File: src/rtl/bit4_count.sv
// Free-running 4-bit binary counter with selectable modulus and direction.
// The count leaves the block on A (MSB) through D (LSB), straight from the register.
module bit4_count #(
  parameter int MODULUS  = 16,
  parameter bit COUNT_UP = 1'b1
) (
  input  logic clk,
  input  logic reset,
  output logic A,
  output logic B,
  output logic C,
  output logic D
);

  localparam logic [3:0] LAST = 4'(MODULUS - 1);
  localparam logic [4:0] MOD5 = 5'(MODULUS);

  logic [3:0] cnt;
  logic [3:0] cnt_next;

  // Any state at or beyond the modulus only arises from an upset; recover to zero.
  always_comb begin
    cnt_next = 4'd0;
    if ({1'b0, cnt} >= MOD5)
      cnt_next = 4'd0;
    else if (COUNT_UP)
      cnt_next = (cnt == LAST) ? 4'd0 : cnt + 4'd1;
    else
      cnt_next = (cnt == 4'd0) ? LAST : cnt - 4'd1;
  end

  always_ff @(posedge clk or posedge reset) begin
    if (reset)
      cnt <= 4'd0;
    else
      cnt <= cnt_next;
  end

  assign A = cnt[3];
  assign B = cnt[2];
  assign C = cnt[1];
  assign D = cnt[0];

endmodule

File: config.mk
export PLATFORM = sky130hd
export DESIGN_NAME = bit4_count
export DESIGN_NICKNAME = d
export VERILOG_FILES = /design/src/rtl/bit4_count.sv
export SDC_FILE = /design/constraint.sdc
export NUM_CORES = 1
export LEC_CHECK = 0
export CORE_AREA = 3 3 40 42
export CTS_CLUSTER_SIZE = 28
export DETAILED_ROUTE_END_ITERATION = 6
export DIE_AREA = 0 0 43 45
export GPL_TIMING_DRIVEN = 0
export PLACE_DENSITY = 0.37
export SYNTH_ARGS = -nofsm -noshare
export SYNTH_HDL_FRONTEND = slang
export SYNTH_SLANG_ARGS = --single-unit
File: constraint.sdc
create_clock -name clk -period 0.9 [get_ports clk]
set_input_delay 0.09 -clock clk [delete_from_list [all_inputs] [get_ports clk]]
set_output_delay 0.09 -clock clk [all_outputs]
set_load 0.02 [all_outputs]
==> tab_implementation.tex <==
\begin{tabular}{lr}
\hline
Metric & Value \\
\hline
\multicolumn{2}{l}{\textbf{Finish}} \\
\quad Count of filler cells inserted in the layout & about 140 \\
\quad Final antenna diode count & 0 \\
\quad Area growth from synthesis to final layout & 76.9\% \\
\quad Flip-flop count of the largest register, all copies and words added & 4 \\
\quad Proportion of layout cells with a drive suffix above 1 & roughly 57\% \\
\quad Filler-free cell count of the finished design & 36 \\
\quad Regs by FF count & cnt: 4 flops \\
\quad Largest register by flop count & cnt \\
\quad Final Net Count & 26 \\
\multicolumn{2}{l}{\textbf{Global route}} \\
\quad Vias in the first global route & approximately 130 \\
\quad Total overflow reported by the global router & 0 \\
\quad Total global routing track utilization & approximately 4.3\% \\
\quad Antenna violations before repair & 0 \\
\quad Maximum number of pins on one net before global-route repair & 5 \\
\quad First-pass GRT wire length & between 500 and 600 um \\
\multicolumn{2}{l}{\textbf{Logic synthesis}} \\
\quad Synthesis-stage register bit count & 4 \\
\quad Number of distinct library cells after synthesis & 6 \\
\quad Cell area after synthesis & roughly 150 um2 \\
\quad Syn\_area\_per\_cell & about 14 um2 \\
\quad Yosys Warn Count & 0 \\
\quad Post-synthesis instance total & 11 \\
\quad Total nets after synthesis & 14 \\
\quad Portion of the post-synthesis area used by sequential elements & 66.1\% \\
\multicolumn{2}{l}{\textbf{Placed design}} \\
\quad Port-buffer cells & 5 \\
\quad Routability congestion estimate from global placement & slightly above 0.6 \\
\quad \# placed instances & 31 \\
\quad HPWL reported at the end of detailed placement & about 200 um \\
\multicolumn{2}{l}{\textbf{STA}} \\
\quad Worst setup margin & -0.0443 ns \\
\quad Unrepaired setup endpoints after global routing & true \\
\quad Fin crit share & 105\% \\
\quad Worst setup skew after layout & around 0.00038 ns \\
\quad Achievable Freq & roughly 1.1 GHz \\
\quad Final count of hold timing violations & 0 \\
\quad Slew headroom & about nine tenths \\
\quad Worst Max-Slew Pin Slew & around 0.15 ns \\
\quad Final Max Slew Viols & 0 \\
\quad Setup violators final & 1 \\
\quad Post-route minimum period & between 0.9 and 1 ns \\
\quad Accumulated negative setup slack & -0.0443 ns \\
\quad Hold WS & between 0.04 and 0.05 ns \\
\multicolumn{2}{l}{\textbf{Hold path}} \\
\quad Path class of the lowest-slack min-delay path & input port to async pin \\
\multicolumn{2}{l}{\textbf{Die}} \\
\quad Core region area & between 1000 and 1500 um2 \\
\quad X dimension of the die & approximately 43 um \\
\quad Total number of placement rows & 13 \\
\quad Die area & roughly 1900 um2 \\
\quad Die H & 45 um \\
\quad Initial core utilization & between 10\% and 20\% \\
\quad Count of pins on the block boundary & 6 \\
\multicolumn{2}{l}{\textbf{Detailed routing}} \\
\quad Via count normalized by instance count & around 3.6 \\
\quad Iteration-0 DRC count of the detailed router & 2 \\
\quad Aggregate routed wire length & between 300 and 400 um \\
\quad Wire per inst & 8.42 um \\
\quad Vias & around 130 \\
\quad Total iterations of the first detailed-routing run & 3 \\
\quad Number of remaining DRC errors & 0 \\
\quad Count of antenna-violating nets left after detailed routing & 0 \\
\multicolumn{2}{l}{\textbf{Power and ir drop}} \\
\quad Maximum vdd drop & roughly 0.6 mV \\
\quad Switching component of the power & 69.5 uW \\
\quad Share of power burned in the clock network & a little over half \\
\quad Post-layout power & 403 uW \\
\quad Internal power summed over all cells & 334 uW \\
\quad Lkg Pwr & 0.000139 uW \\
\quad Sequential power share & about 45\% \\
\quad Fraction of power consumed by combinational cells & $\sim$1.9\% \\
\quad Proportion of total power due to net switching & between 15 and 20\% \\
\quad PD cells & about 1500 nW/um2 \\
\multicolumn{2}{l}{\textbf{Clock network}} \\
\quad Num CTS Buffers & 3 \\
\quad Maximum number of buffers from clock root to sink & 2 \\
\quad TritonCTS clock tree & done \\
\quad CTS hold repair buffers & 0 \\
\quad H-tree levels & 1 \\
\quad Root buffer cell & clkbuf\_4 \\
\quad CTS clk-pin slew, worst paths & 0.03 ns \\
\quad TritonCTS sink count & 4 \\
\quad Insertion delay of the later-clocked pin in the worst-skew pair & around 0.23 ns \\
\multicolumn{2}{l}{\textbf{Critical path}} \\
\quad Critical path startpoint & cnt[0]\$\_DFF\_PP0\_ \\
\quad CP Capture Type & register \\
\quad Worst Path Max Fanout & 3 \\
\quad Worst reg2reg startpoint & cnt[0]\$\_DFF\_PP0\_ \\
\quad Critical path startpoint category & register \\
\quad Crit path DAT & roughly 1.1 ns \\
\quad Required time at the endpoint of the critical path & $\sim$1.1 ns \\
\quad Class of the most critical setup path & register to register \\
\multicolumn{2}{l}{\textbf{Status}} \\
\quad Violated checks & negative setup slack \\
\quad Outcome & complete, but fails checks \\
\multicolumn{2}{l}{\textbf{Job}} \\
\quad Max-capacitance violation count & 0 \\
\hline
\end{tabular}
[power groups by stage]
stage | registers [uW] | logic [uW] | clock network, uW
floorplan | 183 | 2.99 | 0
global placement | 183 | 8.48 | 0
detailed placement | 183 | 7.94 | 0
CTS | 181 | 8.08 | 227
global route | 181 | 9.42 | 237
finish | 181 | 7.78 | 214
[path summary, 6_finish.rpt]
check / endpoint / slack, ns / cells past startpoint
min reg2reg: cnt[0]$_DFF_PP0_ / 0.50 / 1
max in group asynchronous: cnt[1]$_DFF_PP0_ / 0.69 / 2
max reg2reg: cnt[3]$_DFF_PP0_ / -0.04 / 3
min: cnt[3]$_DFF_PP0_ / 0.04 / 2
max: cnt[3]$_DFF_PP0_ / -0.04 / 3
min in group clk: cnt[0]$_DFF_PP0_ / 0.50 / 1
[layer usage]
metal / global-route usage, % / share of wire (%) / up-vias
met5: 0 / 0 / -
met1: 4.39 / 44 / 57
met2: 3.89 / 35 / 9
met4: 1.81 / 0 / 0
li1: - / - / 62
met3: 6.77 / 20 / 0
[repair_timing]
item	CTS	global route
endpoints found under the setup margin	5	4
gates resized for setup	20	1
buffers inserted	2	0
[cell families after synthesis]
group / Yosys count / synth area share [%]
AO/OA/AOI/OAI: 4 / 17.4
flip-flops: 4 / 66.1
XOR/XNOR: 1 / 5.79
buffers and inverters: 1 / 2.48
adder cells (fa/ha/maj): 1 / 8.26
[cells in the mapped netlist (all sizes together)]
cell	instances	area [um2]
dfrtp	4	100
a31oi	3	18.8
a21o	1	7.51
ha	1	12.5
inv	1	3.75
xor2	1	8.76
[stage by stage]
step	area [um2]	utilization (%)	worst slack, ns
6_report	268	20.8	-0.0443
5_1_grt	268	20.8	-0.0739
4_1_cts	264	20.5	-0.0457
3_5_place_dp	235	18.3	-0.217
3_3_place_gp	235	18.3	-0.218
2_1_floorplan	166	-	-0.0753
[layout make-up]
type                            instances  area (um2)  area share, %
Clock buffer                            3        22.5           8.41
Inverter                                1        3.75           1.40
Multi-Input combinational cell          6        60.1           22.4
Sequential cell                         4         103           38.3
Tap cell                               15        18.8           7.01
Timing Repair Buffer                    7        60.1           22.4
[worst max-delay path, cell delays in order (launching register included)]
cell	delay, ns
dfrtp_2	0.43
ha_4	0.18
a21o_1	0.14
a31oi_1	0.11
[cells in the final DEF, fill, tap and decap left out, drive strengths merged]
cell type,synthesis,final
inv,1,1
a21o,1,1
clkbuf,0,3
a31oi,3,3
ha,1,1
clkdlybuf4s50,0,1
xor2,1,1
buf,0,6
dfrtp,4,4
(Power assumes the default switching activity.)
